### src/rtl/ch_est_interp.sv
// Expands four pilot channel estimates (subcarriers 0/3/6/9) into a 12-subcarrier
// stream using linear interpolation, with extrapolation for subcarriers 10 and 11.
module ch_est_interp #(
    parameter int WIDTH_EST = 17
) (
    input  logic                 clk,
    input  logic                 rst,
    input  logic                 start,
    input  logic [WIDTH_EST-1:0] h0,
    input  logic [WIDTH_EST-1:0] h3,
    input  logic [WIDTH_EST-1:0] h6,
    input  logic [WIDTH_EST-1:0] h9,
    input  logic                 out_ready,
    output logic                 out_valid,
    output logic [WIDTH_EST-1:0] out_data,
    output logic [3:0]           out_idx,
    output logic                 busy,
    output logic                 done
);
    localparam int W = WIDTH_EST;

    localparam logic [0:0] IDLE   = 1'b0;
    localparam logic [0:0] STREAM = 1'b1;

    localparam logic [16:0]          COEF_1_3 = 17'd21845;
    localparam logic [16:0]          COEF_2_3 = 17'd43691;
    localparam logic signed [W+17:0] ROUND    = (W+18)'(32768);
    localparam logic [W-1:0]         SAT_MAX  = {1'b0, {(W-1){1'b1}}};
    localparam logic [W-1:0]         SAT_MIN  = {1'b1, {(W-1){1'b0}}};

    logic [0:0]   state;
    logic [W-1:0] s0, s3, s6, s9;

    logic [3:0]              next_idx;
    logic [W-1:0]            base;
    logic [W-1:0]            hi;
    logic [W-1:0]            lo;
    logic                    pilot;
    logic                    two_thirds;
    logic [W:0]              d;
    logic signed [W+17:0]    d_x;
    logic signed [W+17:0]    c_x;
    logic signed [W+17:0]    prod;
    logic signed [W+1:0]     offset;
    logic [W+1:0]            sum;
    logic [W-1:0]            next_val;

    assign next_idx = out_idx + 4'd1;

    always_comb begin
        base       = s0;
        hi         = s3;
        lo         = s0;
        pilot      = 1'b0;
        two_thirds = 1'b0;
        case (next_idx)
            4'd0:  begin base = s0; pilot = 1'b1; end
            4'd1:  begin base = s0; hi = s3; lo = s0; end
            4'd2:  begin base = s0; hi = s3; lo = s0; two_thirds = 1'b1; end
            4'd3:  begin base = s3; pilot = 1'b1; end
            4'd4:  begin base = s3; hi = s6; lo = s3; end
            4'd5:  begin base = s3; hi = s6; lo = s3; two_thirds = 1'b1; end
            4'd6:  begin base = s6; pilot = 1'b1; end
            4'd7:  begin base = s6; hi = s9; lo = s6; end
            4'd8:  begin base = s6; hi = s9; lo = s6; two_thirds = 1'b1; end
            4'd9:  begin base = s9; pilot = 1'b1; end
            4'd10: begin base = s9; hi = s9; lo = s6; end
            4'd11: begin base = s9; hi = s9; lo = s6; two_thirds = 1'b1; end
            default: begin base = s0; pilot = 1'b1; end
        endcase
    end

    // Pilots take a zero slope so they share the rounding/saturation path.
    always_comb begin
        d        = pilot ? '0 : ({hi[W-1], hi} - {lo[W-1], lo});
        d_x      = {{17{d[W]}}, d};
        c_x      = {{(W+1){1'b0}}, (two_thirds ? COEF_2_3 : COEF_1_3)};
        prod     = d_x * c_x;
        offset   = (W+2)'((prod + ROUND) >>> 16);
        sum      = {{2{base[W-1]}}, base} + offset;
        next_val = sum[W-1:0];
        if (!((sum[W+1:W-1] == 3'b000) || (sum[W+1:W-1] == 3'b111)))
            next_val = sum[W+1] ? SAT_MIN : SAT_MAX;
    end

    always_ff @(posedge clk or negedge rst) begin
        if (!rst) begin
            state     <= IDLE;
            out_valid <= 1'b0;
            out_data  <= '0;
            out_idx   <= '0;
            busy      <= 1'b0;
            done      <= 1'b0;
            s0        <= '0;
            s3        <= '0;
            s6        <= '0;
            s9        <= '0;
        end else begin
            done <= 1'b0;
            case (state)
                IDLE: begin
                    if (start) begin
                        s0        <= h0;
                        s3        <= h3;
                        s6        <= h6;
                        s9        <= h9;
                        out_idx   <= '0;
                        out_data  <= h0;
                        out_valid <= 1'b1;
                        busy      <= 1'b1;
                        state     <= STREAM;
                    end
                end
                default: begin
                    if (out_valid && out_ready) begin
                        if (out_idx == 4'd11) begin
                            out_valid <= 1'b0;
                            busy      <= 1'b0;
                            done      <= 1'b1;
                            state     <= IDLE;
                        end else begin
                            out_idx  <= next_idx;
                            out_data <= next_val;
                        end
                    end
                end
            endcase
        end
    end
endmodule

### config.mk
export PLATFORM = sky130hd
export DESIGN_NAME = ch_est_interp
export DESIGN_NICKNAME = d
export VERILOG_FILES = /design/src/rtl/ch_est_interp.sv
export SDC_FILE = /design/constraint.sdc
export NUM_CORES = 1
export LEC_CHECK = 0
export BUFFER_PORTS_ARGS = -buffer_cell sky130_fd_sc_hd__buf_2
export CORE_AREA = 2 2 147 178
export DETAILED_ROUTE_END_ITERATION = 16
export DIE_AREA = 0 0 149 180
export HOLD_SLACK_MARGIN = 0.15
export PLACE_DENSITY = 0.78
export SKIP_LAST_GASP = 1
export SYNTH_ARGS = -nofsm -noshare
export SYNTH_HDL_FRONTEND = slang
export SYNTH_SLANG_ARGS = --single-unit
### constraint.sdc
create_clock -name clk -period 18 [get_ports clk]
set_input_delay 0.9 -clock clk [delete_from_list [all_inputs] [get_ports clk]]
set_output_delay 0.9 -clock clk [all_outputs]
set_load 0.1 [all_outputs]
==> out/qor.txt, run 1 <==
H-tree levels: 3
detailed-placement wirelength estimate: 32600 microns
maximum clock path buffer count: 2
DP Area: 15700 sq um
area leader, netlist: fa_1
die footprint: 26800 sq um
Core Footprint: 25100 sq um
DRC: 0
clock-pin slew on the worst setup and hold paths: 80 ps
GP Congestion: 0.972
CTS resizes: 0
post-synthesis sequential area ratio: 15.4%
initial antenna violation count: 0
Worst Setup End Kind: flop
num rows: 64
clock skew: 12.2 ps
crit-path max FO: 35
P&R area growth vs syn: 7.33%
max incr delay on CP: 910 ps
ANT cells: 0
synthesized instance count: 1775
Post-synth EDFFs: 0
Critical Path RT: 18270 ps
TritonCTS clock tree: done
Starting Density: 59.4%
global-route wire length before repair: 63400 microns
syn avg cell area: 8.41 sq um
CTS Buf Count: 9
# nets final: 2269
Worst Setup EP: out_data[3]$_DFFE_PN0P_
buffers added on ports: 95
Final Cycle Share: 76.5%
antenna-violating nets left: 0
number of max-slew violations in the final report: 0
Skew-Pair Late Insertion Delay: 350 ps
CP Launch Point: out_idx[0]$_DFFE_PN0P_
Worst-Margin Slew: 1070 ps
largest net degree at the start of global routing: 87
CTS Root Cell: clkbuf_16
RSZ-0062 raised after global routing: false
wire per inst: 17.8 microns
dominant synthesized flop cell: dfrtp_1
CP arrival: 14050 ps
Synth top area share: 28.4%
largest family of logic cells by synthesized area: adder cells
Simple-Gate Fraction of Synth Area: 16.6%
post-synthesis mux area share: 0.712%
FF-to-FF Start: out_idx[0]$_DFFE_PN0P_
aggregate global routing overflow: 0
synth warn: 0
worst rel slew slack: 27.6%
post-DR vias/cell: 5.63
Synth Area in Compound Gates: 12.5%
Ports: 96
adder-cell share of the synthesized area: 41.0%
Worst Reg-to-Reg Cells: 49
commonest cells after routing, fill and taps aside: inv_1 (362), nand2_1 (335), fa_1 (212)
Finished Cell Area: 16000 sq um
ranking of synthesized cells by area: fa_1 (28%), dfrtp_1 (15%), ha_1 (13%), inv_1 (9.1%), nand2_1 (8.4%)
Starting DRT DRC Count: 1067
Die Wd: 149 microns
CP max-delay cell: nor4bb_1
crit path time final: 13780 ps
via count: 12227
mapped cell area: 14900 sq um
#FFs+latches synth: 92
hold crit path type: in2async
number of global-route vias before repair: 12617
post-synthesis xor/xnor area fraction: 2.44%
final number of hold-violating endpoints: 0
GRT Resource Usage Total: 29.9%
drt first pass iters: 8
critical path class: reg2reg
Num Clock Sinks: 92
Filler cells: 2182
Setup TNS: 0 ps
Finish-stage setup viols: 0
Synth cell types: 73
total of max-cap violations: 0
Max Freq: 72.6 MHz
layout cell share with drive strength beyond 1: 9.24%
fraction of registers with async set/reset: 100%
Post-CTS Setup Repair Bufs: 0
status: completed
WL final: 38600 microns
commonest non-fill, non-tap cell in the layout: inv_1
RR Endpoint: out_data[3]$_DFFE_PN0P_
CP startpoint kind: flop
die height: 180 microns
r2r setup slk: 4220 ps
CTS Hold Bufs: 0
-- stage by stage --
| stage | cells | hold WS [ps] | setup WS, ps | utilization (%) |
|---|---|---|---|---|
| global route | 2170 | 500 | 3170 | 63.7 |
| CTS | 2170 | 485 | 4350 | 63.7 |
| floorplan | 1791 | 460 | 5330 | - |
| detailed placement | 2154 | 495 | 4420 | 62.5 |
| finish | 2170 | 476 | 4220 | 63.7 |
| global placement | 2154 | 498 | 4750 | 62.5 |
-- state kept, by name, indices dropped and copies added (netlist names) --
name and count:
s9 17, out_idx 4, out_data 17, s6 17
s0 17, state 1, done 1, s3 17
busy 1
-- worst min-delay path by stage --
| stage | from | to | slack (ps) | cells after the start |
|---|---|---|---|---|
| 6_report | rst | s9[13]$_DFFE_PN0P_ | 480 | 1 |
| 3_5_place_dp | s0[3]$_DFFE_PN0P_ | s0[3]$_DFFE_PN0P_ | 490 | 2 |
| 4_1_cts | rst | s9[13]$_DFFE_PN0P_ | 480 | 1 |
| 2_1_floorplan | s9[16]$_DFFE_PN0P_ | s9[16]$_DFFE_PN0P_ | 460 | 2 |
| 5_1_grt | rst | s9[12]$_DFFE_PN0P_ | 500 | 1 |
| 3_3_place_gp | s0[3]$_DFFE_PN0P_ | s0[3]$_DFFE_PN0P_ | 500 | 2 |
-- synth_stat cells, types with 6 or more instances --
library cell	count
or2_2	14
and3_1	14
a21oi_1	60
nand2_1	336
nor2b_1	10
a21boi_0	7
a211oi_1	15
nand3_1	12
o22ai_1	7
dfrtp_1	92
a21o_1	22
a22o_1	19
nor2_1	93
xor2_1	7
xnor2_1	29
clkbuf_1	69
o21ai_0	33
inv_1	362
a211oi_2	10
and2_1	9
nor3_1	39
a222oi_1	15
nor4_1	6
ha_1	150
a22oi_1	18
nand2b_1	11
fa_1	212
o21a_1	7
-- per-layer routing --
metal,GRT usage [%],vias to the layer above,routed length (microns)
met4,12.0,0,1710
li1,-,5737,-
met1,39.0,5891,15400
met2,51.3,494,19500
met5,0,-,0
met3,2.82,105,2010
-- final cells by class --
type / instances / area [sq um] / area share (%)
inverters: 362 / 1360 / 8.48
well taps: 330 / 413 / 2.58
multi-input cells: 1258 / 11000 / 68.8
flip-flops and latches: 92 / 2300 / 14.4
clock buffers: 9 / 225 / 1.41
clock inverters: 7 / 91.3 / 0.570
repair buffers: 112 / 606 / 3.78
-- cells by family (layout without fill, tap and decap cells) --
family / Yosys count / after routing
flops: 92 / 92
other cells: 2 / 18
xor+xnor: 39 / 39
fa+ha+maj: 362 / 362
mux: 9 / 9
buf+inv: 441 / 490
simple gates: 571 / 571
compound gates: 259 / 259
-- worst max-delay path, delay by kind of cell, from the launching register on --
family | cells | cell delay, ps
AO/OA/AOI/OAI | 20 | 4880
XOR/XNOR | 2 | 600
AND/OR/NAND/NOR | 9 | 2250
adder cells (fa/ha/maj) | 11 | 4460
multiplexers | 1 | 420
flip-flops | 1 | 460
buffers and inverters | 6 | 610
Power of run 1 is left out: the tool's default activity adds up to more than one toggle a clock period on the data nets, which glitch-free logic cannot reach.
==> inputs of run 2 (changes only) <==
--- a/config.mk
+++ b/config.mk
@@ -6,11 +6,11 @@
 export NUM_CORES = 1
 export LEC_CHECK = 0
 export BUFFER_PORTS_ARGS = -buffer_cell sky130_fd_sc_hd__buf_2
-export CORE_AREA = 2 2 147 178
+export CORE_AREA = 2 2 150 181
 export DETAILED_ROUTE_END_ITERATION = 16
-export DIE_AREA = 0 0 149 180
+export DIE_AREA = 0 0 152 183
 export HOLD_SLACK_MARGIN = 0.15
-export PLACE_DENSITY = 0.78
+export PLACE_DENSITY = 0.79
 export SKIP_LAST_GASP = 1
 export SYNTH_ARGS = -nofsm -noshare
 export SYNTH_HDL_FRONTEND = slang
==> constraint.sdc (replaced) <==
create_clock -name clk -period 12.4 [get_ports clk]
set_input_delay 0.62 -clock clk [delete_from_list [all_inputs] [get_ports clk]]
set_output_delay 0.62 -clock clk [all_outputs]
set_load 0.1 [all_outputs]
==> run 2 against run 1 <==
Net effect: die area up 3.7%; first-iteration DRC count is 6.2% lower; largest cell class unchanged; sequential cell count is the same; maximum frequency grew 16%; critical path type unchanged.
==> out/qor.txt, run 2 (synthesized netlist as in run 1, its figures left out) <==
Starting Density: 57.2% (-2.2 points)
# nets final: 2293 (+1.1%)
Worst Setup End Kind: flop
worst rel slew slack: 19.7% (-7.9 points)
die height: 183 microns (+1.7%)
final number of hold-violating endpoints: 0 (unchanged)
drt first pass iters: 8 (unchanged)
Setup TNS: 0 ps (unchanged)
GP Congestion: 0.993 (+2.2%)
clock skew: 12.3 ps (+0.173 ps)
total of max-cap violations: 0 (unchanged)
CP startpoint kind: flop
CTS Root Cell: clkbuf_16
Buf/Inv on CP: 9 (+3)
via count: 12245 (+0.15%)
crit-path max FO: 18 (-49%)
Num Clock Sinks: 92 (unchanged)
DRC: 0 (unchanged)
hold crit path type: in2async
layout cell share with drive strength beyond 1: 12.2% (+3.0 points)
status: completed
post-DR vias/cell: 5.57 (-1.2%)
Critical Path RT: 12640 ps (-5630 ps)
buffers added on ports: 95 (unchanged)
initial antenna violation count: 0 (unchanged)
detailed-placement wirelength estimate: 33300 microns (+2.1%)
Final Cycle Share: 96.0% (+19 points)
GRT Resource Usage Total: 28.6% (-1.3 points)
Finish-stage setup viols: 0 (unchanged)
critical path class: reg2reg
max incr delay on CP: 540 ps (-370 ps)
aggregate global routing overflow: 0 (unchanged)
Max Freq: 84.0 MHz (+16%)
H-tree levels: 3 (unchanged)
Core Footprint: 26100 sq um (+3.8%)
placed cells: 2181 (+1.3%)
Worst-Margin Slew: 1200 ps (+129 ps)
wire per inst: 18.0 microns (+1.2%)
WL final: 39600 microns (+2.5%)
commonest cells after routing, fill and taps aside: inv_1 (362), nand2_1 (335), fa_1 (212)
Skew-Pair Late Insertion Delay: 350 ps (about the same)
number of global-route vias before repair: 12323 (-2.3%)
CTS Buf Count: 9 (unchanged)
num rows: 65 (+1.6%)
final std cells w/o fill: 2199 (+1.3%)
die footprint: 27800 sq um (+3.7%)
CP max-delay cell: fa_1
largest net degree at the start of global routing: 88 (+1.1%)
clock-pin slew on the worst setup and hold paths: 70 ps (about the same)
global-route wire length before repair: 63100 microns (-0.49%)
Hold Slack: 211 ps (-265 ps)
ANT cells: 0 (unchanged)
number of max-slew violations in the final report: 0 (unchanged)
Die Wd: 152 microns (+2.0%)
maximum clock path buffer count: 2 (unchanged)
crit path time final: 11910 ps (-1870 ps)
P&R area growth vs syn: 10.1%
antenna-violating nets left: 0 (unchanged)
commonest non-fill, non-tap cell in the layout: inv_1
Ports: 96 (unchanged)
CTS Hold Bufs: 0 (unchanged)
Starting DRT DRC Count: 1001 (-6.2%)
TritonCTS clock tree: done
CP arrival: 12150 ps (-1900 ps)
Top Family by Delay on Critical Path: adder cells
[run 2: changes by cell type in the layout (fill, tap and decap cells not counted), sizes merged]
cell      change
o21a          +1
inv           +1
clkinvlp      +1
bufinv        +2
clkinv        -4
buf          +23
[run 2: final timing paths]
check,start,to,slack (ps),cells after the start
setup reg to reg,out_idx[0]$_DFFE_PN0P_,out_data[9]$_DFFE_PN0P_,490,54
hold / removal,rst,s9[13]$_DFFE_PN0P_,210,1
hold reg to reg,s0[12]$_DFFE_PN0P_,s0[12]$_DFFE_PN0P_,510,2
min in group clk,h6[9],s6[9]$_DFFE_PN0P_,460,3
setup / recovery,out_idx[0]$_DFFE_PN0P_,out_data[9]$_DFFE_PN0P_,490,54
max in group asynchronous,rst,out_idx[1]$_DFFE_PN0P_,11050,2
[run 2: area by class of cell]
type	instances	area [sq um]
clock buffer	9	225
clock inverter	7	115
fill	2256	9670
inverter	362	1360
multi-input combinational	1259	11200
sequential	92	2310
tap	335	419
timing repair buffer	135	802
[run 2: timing repair]
item	in CTS	in global routing
gates resized for setup	2	45
setup buffers	1	0
setup endpoints to repair	16	17
pin swaps	0	9
gates cloned	0	1
[run 2: worst reg2reg max path: cells and delay by family (launching register included)]
| kind | cells | cell delay (ps) |
|---|---|---|
| buffers and inverters | 9 | 990 |
| multiplexers | 1 | 170 |
| XOR/XNOR | 2 | 360 |
| AND/OR/NAND/NOR | 13 | 1940 |
| adder cells (fa/ha/maj) | 11 | 4510 |
| flip-flops | 1 | 460 |
| AO/OA/AOI/OAI | 18 | 3370 |
[run 2: stage by stage]
| step | util, % | setup slack (ps) | cell area (sq um) |
|---|---|---|---|
| 6_report | 63.0 | 493 | 16400 |
| 3_5_place_dp | 60.8 | -120 | 15900 |
| 5_1_grt | 63.0 | -118 | 16400 |
| 3_3_place_gp | 60.8 | 196 | 15900 |
| 2_1_floorplan | - | 20.8 | 15000 |
| 4_1_cts | 62.2 | 4.03 | 16300 |
[run 2: metal layers]
metal  share of wire, %  track usage (%)  up-vias
li1                   -                -     5809
met1                 40             36.2     5953
met2                 51             50.7      399
met3                4.6             2.86       84
met4                4.3             11.3        0
met5                  0                0        -
Power of run 2 is left out for the same reason.
